==> src/rtl/connect4_pkg.sv <==
// Shared definitions for the Connect4 serial move receiver.
//   rx_state_t      : receiver FSM state encoding
//   ASCII_ZERO      : character code of column 0 ('0')
//   DATA_BITS, FRAME_BITS_8N1, FRAME_BITS_8E1 : frame-length constants
package connect4_pkg;

  typedef enum logic [2:0] {
    S_IDLE   = 3'd0,
    S_START  = 3'd1,
    S_DATA   = 3'd2,
    S_PARITY = 3'd3,
    S_STOP   = 3'd4,
    S_EMIT   = 3'd5
  } rx_state_t;

  localparam logic [7:0] ASCII_ZERO     = 8'h30;
  localparam int         DATA_BITS      = 8;
  localparam int         FRAME_BITS_8N1 = 10;
  localparam int         FRAME_BITS_8E1 = 11;

endpackage

==> src/rtl/arduino_move_rx_bit_timer.sv <==
// bit_timer: down-counter that paces the UART bit sampling.
//   clk, rst      : clock, asynchronous active-low reset (counter cleared)
//   load          : synchronously load load_val (wins over counting)
//   load_val[W-1:0]: cycles until the next expire pulse
//   expire        : high for one cycle, exactly load_val cycles after a load
// A counter at zero stays at zero and never expires.
module bit_timer #(
  parameter int W = 8
) (
  input  logic         clk,
  input  logic         rst,
  input  logic         load,
  input  logic [W-1:0] load_val,
  output logic         expire
);

  logic [W-1:0] cnt_q, cnt_d;

  always_comb begin
    cnt_d = cnt_q;
    if (load) begin
      cnt_d = load_val;
    end else if (cnt_q != '0) begin
      cnt_d = cnt_q - W'(1);
    end
  end

  always_ff @(posedge clk or negedge rst) begin
    if (!rst) cnt_q <= '0;
    else      cnt_q <= cnt_d;
  end

  // The FSM acts on the edge that ends the cycle where the count reads 1,
  // i.e. exactly load_val edges after the load edge.
  assign expire = (cnt_q == W'(1));

endmodule

==> src/rtl/arduino_move_rx.sv <==
// arduino_move_rx: UART move receiver for the Connect4 datapath.
// Deserialises bytes from the Arduino player and turns legal column
// characters ('0'..'0'+NUM_COLS-1) into a column value plus load strobe.
//   clk          : system clock, rising edge
//   rst          : asynchronous active-low reset
//   rx           : idle-high UART line, asynchronous to clk
//   arduino_turn : Arduino may move; sampled when a byte completes
//   column[2:0]  : last accepted column (held until the next accept)
//   load         : 1-cycle strobe, new column accepted
//   reject       : 1-cycle strobe, well-framed byte discarded
//   frame_err    : 1-cycle strobe, bad stop bit (or bad parity)
//   dbg_state    : current receiver FSM state
// Build option: define ARDUINO_RX_PARITY_EN for 8E1 frames (default 8N1).
// Strobe handshake: load/reject/frame_err are single-cycle, mutually
// exclusive pulses with no back-pressure; the consumer must take column on
// the cycle load is high.
module arduino_move_rx
  import connect4_pkg::*;
#(
  parameter int CLK_HZ   = 50_000_000,
  parameter int BAUD     = 9600,
  parameter int NUM_COLS = 7
) (
  input  logic      clk,
  input  logic      rst,
  input  logic      rx,
  input  logic      arduino_turn,
  output logic [2:0] column,
  output logic      load,
  output logic      reject,
  output logic      frame_err,
  output rx_state_t dbg_state
);

  localparam int BIT_CYCLES  = CLK_HZ / BAUD;
  localparam int HALF_CYCLES = BIT_CYCLES / 2;
  localparam int TW          = $clog2(BIT_CYCLES + 1);
  localparam logic [7:0] MAX_CHAR = ASCII_ZERO + 8'(NUM_COLS - 1);
  localparam logic [2:0] LAST_IDX = 3'(DATA_BITS - 1);

  logic      rx_meta_q, rx_sync_q, rx_prev_q, rx_prev_d;
  rx_state_t state_q, state_d;
  logic [2:0] bit_idx_q, bit_idx_d;
  logic [7:0] shift_q, shift_d;
  logic [2:0] column_q, column_d;
  logic      load_q, load_d, reject_q, reject_d, frame_err_q, frame_err_d;
  logic          tmr_load, tmr_expire;
  logic [TW-1:0] tmr_val;
  logic          byte_valid;
`ifdef ARDUINO_RX_PARITY_EN
  logic      par_q, par_d;  // running XOR of data and parity bits
`endif

  bit_timer #(.W(TW)) u_timer (
    .clk      (clk),
    .rst      (rst),
    .load     (tmr_load),
    .load_val (tmr_val),
    .expire   (tmr_expire)
  );

  assign byte_valid = (shift_q >= ASCII_ZERO) && (shift_q <= MAX_CHAR);

  always_comb begin
    state_d     = state_q;
    bit_idx_d   = bit_idx_q;
    shift_d     = shift_q;
    column_d    = column_q;
    load_d      = 1'b0;
    reject_d    = 1'b0;
    frame_err_d = 1'b0;
    tmr_load    = 1'b0;
    tmr_val     = TW'(BIT_CYCLES);
    // Hold the previous line level through EMIT so a start edge that lands
    // there is still seen as a 1->0 transition once back in IDLE.
    rx_prev_d   = (state_q == S_EMIT) ? rx_prev_q : rx_sync_q;
`ifdef ARDUINO_RX_PARITY_EN
    par_d       = par_q;
`endif
    unique case (state_q)
      S_IDLE: begin
        if (rx_prev_q && !rx_sync_q) begin
          tmr_load = 1'b1;
          tmr_val  = TW'(HALF_CYCLES);
          state_d  = S_START;
        end
      end
      S_START: begin
        if (tmr_expire) begin
          if (!rx_sync_q) begin
            state_d   = S_DATA;
            bit_idx_d = '0;
            tmr_load  = 1'b1;
`ifdef ARDUINO_RX_PARITY_EN
            par_d     = 1'b0;
`endif
          end else begin
            state_d = S_IDLE;  // glitch, not a real start bit
          end
        end
      end
      S_DATA: begin
        if (tmr_expire) begin
          shift_d  = {rx_sync_q, shift_q[7:1]};  // LSB arrives first
          tmr_load = 1'b1;
`ifdef ARDUINO_RX_PARITY_EN
          par_d    = par_q ^ rx_sync_q;
`endif
          if (bit_idx_q == LAST_IDX) begin
`ifdef ARDUINO_RX_PARITY_EN
            state_d = S_PARITY;
`else
            state_d = S_STOP;
`endif
          end else begin
            bit_idx_d = bit_idx_q + 3'd1;
          end
        end
      end
`ifdef ARDUINO_RX_PARITY_EN
      S_PARITY: begin
        if (tmr_expire) begin
          par_d    = par_q ^ rx_sync_q;
          tmr_load = 1'b1;
          state_d  = S_STOP;
        end
      end
`endif
      S_STOP: begin
        if (tmr_expire) begin
`ifdef ARDUINO_RX_PARITY_EN
          if (!rx_sync_q || par_q) begin
`else
          if (!rx_sync_q) begin
`endif
            frame_err_d = 1'b1;
            state_d     = S_IDLE;
          end else begin
            state_d = S_EMIT;
          end
        end
      end
      S_EMIT: begin
        state_d = S_IDLE;
        if (byte_valid && arduino_turn) begin
          column_d = shift_q[2:0];
          load_d   = 1'b1;
        end else begin
          reject_d = 1'b1;
        end
      end
      default: state_d = S_IDLE;
    endcase
  end

  always_ff @(posedge clk or negedge rst) begin
    if (!rst) begin
      rx_meta_q   <= 1'b1;
      rx_sync_q   <= 1'b1;
      rx_prev_q   <= 1'b1;
      state_q     <= S_IDLE;
      bit_idx_q   <= '0;
      shift_q     <= '0;
      column_q    <= '0;
      load_q      <= 1'b0;
      reject_q    <= 1'b0;
      frame_err_q <= 1'b0;
`ifdef ARDUINO_RX_PARITY_EN
      par_q       <= 1'b0;
`endif
    end else begin
      rx_meta_q   <= rx;
      rx_sync_q   <= rx_meta_q;
      rx_prev_q   <= rx_prev_d;
      state_q     <= state_d;
      bit_idx_q   <= bit_idx_d;
      shift_q     <= shift_d;
      column_q    <= column_d;
      load_q      <= load_d;
      reject_q    <= reject_d;
      frame_err_q <= frame_err_d;
`ifdef ARDUINO_RX_PARITY_EN
      par_q       <= par_d;
`endif
    end
  end

  assign column    = column_q;
  assign load      = load_q;
  assign reject    = reject_q;
  assign frame_err = frame_err_q;
  assign dbg_state = state_q;

endmodule
==> config.mk <==
export PLATFORM = sky130hd
export DESIGN_NAME = arduino_move_rx
export DESIGN_NICKNAME = d
export VERILOG_FILES = /design/src/rtl/connect4_pkg.sv /design/src/rtl/arduino_move_rx_bit_timer.sv /design/src/rtl/arduino_move_rx.sv
export SDC_FILE = /design/constraint.sdc
export NUM_CORES = 1
export LEC_CHECK = 0
export CORE_ASPECT_RATIO = 1.25
export CORE_MARGIN = 2
export CORE_UTILIZATION = 47
export CTS_BUF_LIST = sky130_fd_sc_hd__clkbuf_4 sky130_fd_sc_hd__clkbuf_8 sky130_fd_sc_hd__clkbuf_16
export CTS_CLUSTER_SIZE = 14
export DETAILED_ROUTE_END_ITERATION = 7
export DONT_BUFFER_PORTS = 1
export GPL_TIMING_DRIVEN = 0
export PLACE_DENSITY_LB_ADDON = 0.12
export SYNTH_ARGS = -nofsm -noshare
export SYNTH_HDL_FRONTEND = slang
export SYNTH_SLANG_ARGS = --single-unit
==> constraint.sdc <==
create_clock -name clk -period 5.4 [get_ports clk]
set_clock_uncertainty 0.2 [all_clocks]
set_input_delay 1.08 -clock clk [delete_from_list [all_inputs] [get_ports clk]]
set_output_delay 1.08 -clock clk [all_outputs]
set_load 0.05 [all_outputs]
==> summary.txt, run 1 <==
Outcome
  – Status: completed

Pwr
  – Sw Share: ~34%
  – Leak: ~0.92 nW
  – Register share of total power: 49.9%
  – Clock share of power: approximately a quarter
  – Internal Power: 0.0005041 W
  – PwrDens: approximately 380 nW/um2
  – Sw power: about 0.00025 W
  – Combinational share of power: between 20% and 30%
  – Maximum vdd drop: 0.2619 mV

Floorplanning
  – I/O pin count: 13
  – Starting Density: between 40% and 50%
  – Die height: about 74 um
  – FP Rows: 25
  – Die W: 59.84 um
  – Die area: around 4400 um2
  – Core area: approximately 3800 um2

GRT
  – GR Overflow Total: 0
  – Met2 Track Usage GR: 28.99%
  – Met3 Usage GRT: between 4 and 5%
  – Number of global-route vias before repair: between 1000 and 1500
  – Top Usage Layer GRT: met2
  – Largest net degree at the start of global routing: 37
  – Initial antenna violation count: 0
  – M1 GR Usage: a little under a quarter
  – Global-route wire length before repair: 6030 um
  – Total global-route track usage: 18.49%

CTS
  – Resized cells post-CTS: 0
  – CTS tree: yes
  – Postcts setup bufs: 0
  – CTS Buffer Depth: 2
  – Hold Buf Count CTS: 0
  – Clock latency on the worst-skew pair: just under 0.3 ns
  – Worst-path clk slew: 0.07 ns
  – CTS Sinks: 36
  – H-Tree Level Count: 2
  – Total CTS buffers: 5
  – Clock Tree Root: clkbuf_8

Setup path
  – CP max-delay cell: dfrtp_1
  – CP Cell Sequence: clkbuf_1 > nor3b_1 > a21oi_1 > o21ai_0 > o21ai_0
  – Crit end category: flop
  – Most used cell, CP: o21ai_0
  – Delay-heaviest family, CP: compound AO/OA/AOI/OAI gates
  – WP buf/inv: 1
  – Crit path arrival time: around 2.4 ns
  – Worst setup path category: reg -> reg
  – Setup crit start kind: flop
  – Required arrival time at the worst endpoint: ~5.4 ns
  – Crit-path max FO: 9
  – Critical path's largest stage delay: around 0.63 ns

Route
  – Vias: 1242
  – Drt pass-1 iters: 4
  – Post-route ant nets: 0
  – Avg WL per Cell: about 17 um
  – Iter 0 DRT Violations: 39
  – Post-Route WL: ~3500 um
  – DR DRC count: 0
  – Vias per inst: 6.000

Layout
  – Final instance area: around 2000 um2
  – Nets: between 150 and 200
  – ANT cells: 0
  – Layout cells sized above 1: about a fifth
  – Final core utilization: a little over half
  – Most frequent cells in the layout: dfrtp_1 (33), o21ai_0 (15), nor2_1 (8), a21oi_1 (8), mux2_4 (7)
  – Most common cell after layout, fill and taps aside: dfrtp_1
  – Area growth, synth to finish: 7.787%

Timing
  – Final Setup Violations: 0
  – Setup_tns: 0 ns
  – Worst rel slew slack: between 50% and 60%
  – RSZ-0062 raised after global routing: no
  – Tmin final: 2.395 ns
  – Tightest Pin Transition: between 0.7 and 0.8 ns
  – Fmax: ~420 MHz
  – Final Hold Violating Endpoints: 0
  – Max-slew violations: 0
  – Final Cycle Share: between 40% and 50%

Yosys
  – Post-synthesis register bit count: 36
  – Most used flip-flop cell after synthesis: dfrtp_1
  – Top post-synthesis cells by area: dfrtp_1 (45%), mux2_4 (5.7%), dfstp_2 (4.3%), o21ai_0 (4.1%), ha_1 (3.4%)
  – Mux contribution to synthesized area: slightly below 9%
  – Leading area contributor after synthesis: dfrtp_1
  – Post-Synth Adder-Cell Area: between 3 and 4%
  – Main combinational cell family by area after synthesis: simple AND/OR/NAND/NOR gates
  – Synth top area share: 45.08%
  – Syn avg cell area: 11.52 um2
  – Yosys warning total: 0
  – Post-Syn Nets: 168
  – Xor-xnor portion of the synthesized cell area: 3.825%
  – Async SR Flop Fraction: between 90% and 100%
  – Mapped cell area: around 1800 um2
  – Post-synth EDFFs: 0
  – Post-Synth Simple-Gate Area: ~21%
  – Synth Area in Compound Gates: 10.79%
  – Sequential share of the synthesized area: roughly half
  – Mapped Cells: 159
  – Synth unique cells: 44

Hold path
  – Hold WC Path Type: reg -> reg

Placement
  – Post-DP HPWL: around 2500 um
  – IO Port Bufs: 0
  – Dpl cell area: 1882 um2
  – RePlAce Congestion: 0.8128

Run
  – Max-cap violations: 0
## power by group through the flow
stage | Sequential [W] | Clock (W) | Combinational, W
floorplan | 0.000373 | 0 | 0.000152
global placement | 0.000382 | 0 | 0.000177
detailed placement | 0.000384 | 0 | 0.000182
CTS | 0.000379 | 0.000204 | 0.000184
global route | 0.000385 | 0.000218 | 0.000208
finish | 0.000379 | 0.000198 | 0.000182
## sequential cells by signal, summed over array words and instances (netlist names)
| signal | count |
|---|---|
| u_timer.cnt_q | 13 |
| shift_q | 8 |
| bit_idx_q | 3 |
| column | 3 |
| dbg_state | 3 |
| frame_err | 1 |
| load | 1 |
| reject | 1 |
| rx_meta_q | 1 |
| rx_prev_q | 1 |
| rx_sync_q | 1 |
## worst register-to-register path, stage by stage, from the launching register on
cell	delay, ns
dfrtp_1	0.63
clkbuf_1	0.33
nor3b_1	0.35
a21oi_1	0.14
o21ai_0	0.45
o21ai_0	0.16
## final timing paths
kind	from	to	slack, ns	cells past startpoint
setup / recovery	dbg_state[0]	u_timer.cnt_q[2]	3.00	5
hold reg to reg	rx_meta_q	rx_sync_q	0.16	0
max in group asynchronous	rst	rx_prev_q	4.54	0
setup reg to reg	dbg_state[0]	u_timer.cnt_q[2]	3.00	5
hold / removal	rx_meta_q	rx_sync_q	0.16	0
min in group asynchronous	rst	u_timer.cnt_q[11]	0.27	0
## Yosys cell counts (2+ instances only)
library cell	count
a21oi_1	8
and3_1	2
buf_6	2
clkbuf_1	4
dfrtp_1	33
dfstp_2	3
ha_1	5
inv_1	4
mux2_2	5
mux2_4	7
nand2_1	6
nand2b_1	4
nand3_1	5
nand3b_1	2
nand4b_1	4
nor2_1	8
nor3_1	2
nor3b_1	3
nor4_1	3
nor4_4	2
o21ai_0	15
o31ai_1	2
or3_1	3
xnor2_1	4
xor2_1	4
## final cells by class
cell class / instances / area, um2
Fill cell: 344 / 1779
Sequential cell: 36 / 904.6
Multi-Input combinational cell: 112 / 869.6
Clock buffer: 6 / 82.58
Tap cell: 40 / 50.05
Buffer: 7 / 42.54
Inverter: 4 / 15.01
Clock inverter: 2 / 10.01
## layer usage
| metal | routed length [um] | vias up | share of wire, % |
|---|---|---|---|
| met1 | 1530 | 619 | 44 |
| li1 | - | 590 | - |
| met3 | 138 | 7 | 3.9 |
| met5 | 0 | - | 0 |
| met4 | 76 | 0 | 2.2 |
| met2 | 1751 | 26 | 50 |
## kinds of logic after synthesis
logic type | Yosys count
mux | 12
compound gates | 34
fa+ha+maj | 5
simple gates | 53
buf+inv | 11
flops | 36
xor+xnor | 8
## per-stage QoR
step                setup slack, ns  total power, W  instances  hold slack, ns
detailed placement            2.929       0.0005663        199          0.1476
global route                  2.815       0.0008107        207          0.1638
floorplan                     3.158       0.0005249        159          0.1452
global placement              2.956       0.0005586        199          0.1462
finish                        3.005       0.0007584        207          0.1565
CTS                           2.976       0.0007668        207          0.1580
No activity file was read; power rests on OpenSTA's default activity.
==> inputs of run 2 (changes only) <==
- clock period: 5.4 -> 2.5 ns (I/O delays scaled with it)
==> run 2 against run 1 <==
Register-to-register slack got worse by 2.8 ns. Worst setup slack worse by 2.8 ns. Critical path type unchanged. Routed wire length is 0.63% higher.
==> summary.txt, run 2 (synthesis gave the netlist of run 1 again) <==
GRT
  – Total global-route track usage: 18.52%
  – GR Overflow Total: 0
  – Number of global-route vias before repair: 1273
  – Largest net degree at the start of global routing: 37
  – Initial antenna violation count: 0
  – Global-route wire length before repair: between 6000 and 7000 um

Setup path
  – Crit end category: flop
  – Launch point of the critical path: u_timer.cnt_q[1]
  – WP buf/inv: 2
  – Worst-case reg-to-reg path depth: 7
  – Worst Setup EP: shift_q[2]
  – Delay-heaviest family, CP: simple AND/OR/NAND/NOR gates
  – Worst setup path category: reg -> reg
  – Reg2Reg Setup Slack: approximately 0.16 ns
  – Setup crit start kind: flop
  – Required arrival time at the worst endpoint: 2.47 ns
  – WP depth: 7
  – Crit-path max FO: 10
  – Crit path arrival time: roughly 2.3 ns
  – Critical path's largest stage delay: about 0.43 ns
  – R2R Path End: shift_q[2]
  – CP max-delay cell: dfrtp_1
  – CP Cell Sequence: inv_1 > ha_1 > nor4b_4 > nand4b_4 > or2_4 > buf_6 > mux2_4
  – Worst R2R Start: u_timer.cnt_q[1]

Route
  – Drt pass-1 iters: 4
  – Post-Route WL: approximately 3500 um
  – Vias: roughly 1300
  – Iter 0 DRT Violations: 53
  – Avg WL per Cell: approximately 17 um
  – DR DRC count: 0
  – Vias per inst: 5.995
  – Post-route ant nets: 0

CTS
  – H-Tree Level Count: 2
  – Clock latency on the worst-skew pair: about 0.29 ns
  – CTS Buffer Depth: 2
  – Clock Tree Root: clkbuf_8
  – CTS tree: yes
  – CTS Sinks: 36
  – Worst-path clk slew: 0.07 ns
  – Total CTS buffers: 5
  – Postcts setup bufs: 0

Layout
  – Multi-input gate area in the final layout: between 800 and 900 um2
  – Layout cells sized above 1: 20.00%
  – Most common cell after layout, fill and taps aside: dfrtp_1
  – Fillers: 340
  – ANT cells: 0
  – Final core utilization: a little over half
  – Nets: around 180
  – Flip-flop and latch area: between 900 and 1000 um2
  – Most frequent cells in the layout: dfrtp_1 (33), o21ai_0 (13), nor2_1 (8), a21oi_1 (8), mux2_4 (7)
  – Largest registers: u_timer.cnt_q (13), shift_q (8)
  – Area growth, synth to finish: 9.973%
  – Largest Register: u_timer.cnt_q
  – Layout Cells excl Fill: 210
  – Largest register FFs: 13

Timing
  – Final Cycle Share: 93.48%
  – Tmin final: ~2.3 ns
  – Worst rel slew slack: just over 50%
  – Tightest Pin Transition: between 0.7 and 0.8 ns
  – Final setup margin: roughly 0.16 ns
  – Fmax: roughly 430 MHz
  – RSZ-0062 raised after global routing: no
  – Final Hold Violating Endpoints: 0
  – Final Setup Violations: 0
  – Setup_tns: 0 ns
  – Max-slew violations: 0

Floorplanning
  – Core area: around 3800 um2
  – Starting Density: ~49%
  – Die W: roughly 60 um
  – Die area: approximately 4400 um2
  – Die height: ~74 um
  – FP Rows: 25
  – I/O pin count: 13

Pwr
  – Maximum vdd drop: 0.5652 mV
  – Tot Pwr: between 0.0015 and 0.002 W
  – PwrDens: between 800 and 900 nW/um2
  – Leak: roughly 0.93 nW

Run
  – Max-cap violations: 0

Placement
  – Pre-CTS setup slack: ~0.11 ns
  – Post-DP HPWL: 2476 um
  – Placed cells: 199
  – IO Port Bufs: 0
  – RePlAce Congestion: 0.8128

Outcome
  – Status: completed

Hold path
  – Hold WC Path Type: reg -> reg
  – Hold path startpoint: rx_meta_q
run 2: changes by cell type in the layout (fill, tap and decap cells not counted):
| cell | previous run | this run |
|---|---|---|
| dlygate4sd3_1 | 0 | 2 |
| o21ai_0 | 15 | 13 |
| o21ai_1 | 1 | 3 |
| buf_12 | 0 | 1 |
run 2: report_power, final:
group	internal, W	switching [W]	total [W]
logic	0.000194	0.000216	0.000410
clock network	0.000220	0.000208	0.000428
registers	0.000680	0.000139	0.000819
run 2: what timing repair did:
item / in CTS / in global routing
hold buffers: 3 / 0
resized for setup: 0 / 2
hold endpoints to repair: 37 / 0
endpoints found under the setup margin: 0 / 7
run 2: cell type report:
cell class                      instances  area share [%]
Buffer                                  7           2.112
Clock buffer                            6           4.099
Clock inverter                          2          0.4969
Inverter                                4          0.7453
Multi-Input combinational cell        112           43.17
Sequential cell                        36           44.91
Tap cell                               40           2.484
Timing Repair Buffer                    3           1.988
run 2: stage by stage:
step	instance area, um2	hold slack [ns]
4_1_cts	2014	0.1580
2_1_floorplan	1832	0.004409
3_5_place_dp	1882	0.005317
6_report	2014	0.1565
5_1_grt	2014	0.1638
3_3_place_gp	1882	0.005282
run 2: metal layers:
| layer | wire, um | share of wire, % | track usage (%) |
|---|---|---|---|
| met5 | 0 | 0 | 0 |
| met4 | 76 | 2.2 | 10.86 |
| met3 | 154 | 4.4 | 4.577 |
| met2 | 1739 | 49 | 28.99 |
| met1 | 1547 | 44 | 22.80 |
run 2: worst min path at each step:
stage / end / slack (ns) / cells after the start
floorplan: bit_idx_q[0] / 0.004 / 0
global placement: u_timer.cnt_q[9] / 0.005 / 0
detailed placement: u_timer.cnt_q[10] / 0.005 / 0
CTS: rx_sync_q / 0.16 / 0
global route: rx_sync_q / 0.16 / 0
finish: rx_sync_q / 0.16 / 0
==> inputs of run 3 (changes only) <==
- clock period: 2.5 -> 1.95 ns (I/O delays scaled with it)
==> run 3 against run 2 <==
The flow now finishes with violations (negative setup slack). Clock power is 35% higher. Worst hold slack gained 0.0013 ns. Die area is the same. Critical path depth down 1. Non-clock buffer count up 14. Design area up 11%. Clock-buffer cell count stayed put. Sequential share of layout area is 3.9 points lower. First-iteration DRC count is 49% higher. Core utilization is 5.7 points higher. Global-route usage is 0.65 points higher. Combinational power is 70% higher. Largest cell class is now multi-input combinational cells. Highest routed layer unchanged.
==> summary.txt, run 3 (synthesis gave the netlist of run 1 again) <==
Outcome
  – Status: complete, but fails checks
  – Failing checks: negative setup slack

Timing
  – RSZ-0062 raised after global routing: yes
  – Max-slew violations: 0
  – Hold Slack: roughly 0.16 ns
  – Worst rel slew slack: between 60% and 70%
  – Fmax: just under 500 MHz
  – Tmin final: slightly above 2 ns
  – Final Cycle Share: 106.0%
  – Final Setup Violations: 10
  – Final setup margin: -0.1176 ns
  – Final Hold Violating Endpoints: 0
  – Setup_tns: -0.8934 ns
  – Tightest Pin Transition: ~0.53 ns

CTS
  – CTS Sinks: 36
  – CTS tree: yes
  – Clock Tree Root: clkbuf_8
  – CTS Buffer Depth: 2
  – Total CTS buffers: 5
  – Clock latency on the worst-skew pair: slightly below 0.3 ns
  – Worst-path clk slew: ~0.08 ns
  – H-Tree Level Count: 2

Floorplanning
  – I/O pin count: 13
  – Die height: about 74 um
  – Die W: roughly 60 um
  – FP Rows: 25
  – Core area: approximately 3800 um2
  – Die area: 4416 um2
  – Starting Density: slightly below 50%

GRT
  – Largest net degree at the start of global routing: 37
  – Total global-route track usage: approximately a fifth
  – Initial antenna violation count: 0
  – GR Overflow Total: 0
  – Number of global-route vias before repair: about 1300
  – Global-route wire length before repair: slightly above 6000 um

Layout
  – Most frequent cells in the layout: dfrtp_1 (26), buf_4 (13), o21ai_0 (10)
  – ANT cells: 0
  – Nets: 192
  – Largest register FFs: 13
  – Layout cells sized above 1: just under 40%
  – Area growth, synth to finish: 21.58%
  – Most common cell after layout, fill and taps aside: dfrtp_1
  – Largest registers: u_timer.cnt_q (13), shift_q (8)
  – Largest Register: u_timer.cnt_q

Route
  – Post-route ant nets: 0
  – Drt pass-1 iters: 4
  – Vias: 1308
  – DR DRC count: 0
  – Avg WL per Cell: 16.75 um
  – Vias per inst: roughly 5.8
  – Post-Route WL: between 3000 and 4000 um
  – Iter 0 DRT Violations: just under 80

Setup path
  – Worst-case reg-to-reg path depth: 6
  – Critical path's largest stage delay: between 0.4 and 0.5 ns
  – R2R Path End: shift_q[3]
  – CP max-delay cell: dfrtp_2
  – Launch point of the critical path: u_timer.cnt_q[4]
  – Crit path arrival time: 2.05 ns
  – Setup crit start kind: flop
  – CP Cell Sequence: nor4_4 > buf_4 > nand4b_4 > or2_4 > buf_12 > mux2_4
  – Crit end category: flop
  – Reg2Reg Setup Slack: -0.12 ns
  – Worst setup path category: reg -> reg
  – Worst Setup EP: shift_q[3]
  – Crit-path max FO: 10
  – Required arrival time at the worst endpoint: just under 2 ns
  – Worst R2R Start: u_timer.cnt_q[4]

Hold path
  – Hold WC Path Type: reg -> reg

Pwr
  – Leak: between 1 and 1.5 nW
  – PwrDens: 1052 nW/um2
  – Maximum vdd drop: 0.4922 mV

Placement
  – Post-DP HPWL: between 2000 and 2500 um
  – IO Port Bufs: 0
  – Pre-CTS setup slack: -0.3653 ns
  – RePlAce Congestion: ~0.85

Run
  – Max-cap violations: 0
[run 3: routing by layer]
metal / GRT usage [%] / vias up / wire length [um]
met3: 5.458 / 8 / 112
li1: - / 624 / -
met4: 11.11 / 0 / 90
met5: 0 / - / 0
met1: 21.89 / 656 / 1563
met2: 31.40 / 20 / 1986
[run 3: stage by stage]
step                      utilization [%]  power [W]  instance area (um2)  cells
final                               59.33   0.002343                 2227    224
after global routing                59.33   0.002474                 2227    224
after CTS                           57.73   0.002283                 2167    221
after detailed placement            50.60   0.001586                 1899    199
after global placement              50.60   0.001558                 1899    199
after floorplan                         -   0.001469                 1849    159
[run 3: worst min path at each step]
| stage | to | slack [ns] | cells past startpoint | startpoint |
|---|---|---|---|---|
| CTS | rx_sync_q | 0.16 | 0 | rx_meta_q |
| global placement | u_timer.cnt_q[5] | -0.10 | 0 | rst |
| detailed placement | u_timer.cnt_q[5] | -0.10 | 0 | rst |
| finish | rx_sync_q | 0.16 | 0 | rx_meta_q |
| global route | rx_sync_q | 0.17 | 0 | rx_meta_q |
| floorplan | bit_idx_q[0] | -0.11 | 0 | rst |
[run 3: report_power, final]
part / leakage, nW / switching, W / internal (W)
Sequential: 0.454 / 0.000191 / 0.000878
Combinational: 0.512 / 0.000339 / 0.000359
Clock: 0.0434 / 0.000289 / 0.000286
Total: 1.01 / 0.000820 / 0.00152
[run 3: cell type report]
type,count,area [um2]
fill,308,1526
multi-input combinational,112,939.7
sequential,36,913.4
timing repair buffer,18,160.2
clock buffer,6,82.58
buffer,6,51.30
tap,40,50.05
clock inverter,2,15.01
inverter,4,15.01
[run 3: critical path: cells and delay by family, from the launching register on]
family                 cells  cell delay, ns
buffers and inverters      2            0.33
flip-flops                 1            0.44
multiplexers               1            0.29
AND/OR/NAND/NOR            3            0.69
[run 3: what timing repair did]
item                                    CTS  global route
resized for setup                        16            16
pin swaps                                 6             7
endpoints found under the hold margin    37             0
buffers inserted                         12             3
endpoints found under the setup margin   29            27
hold buffers                              3             0
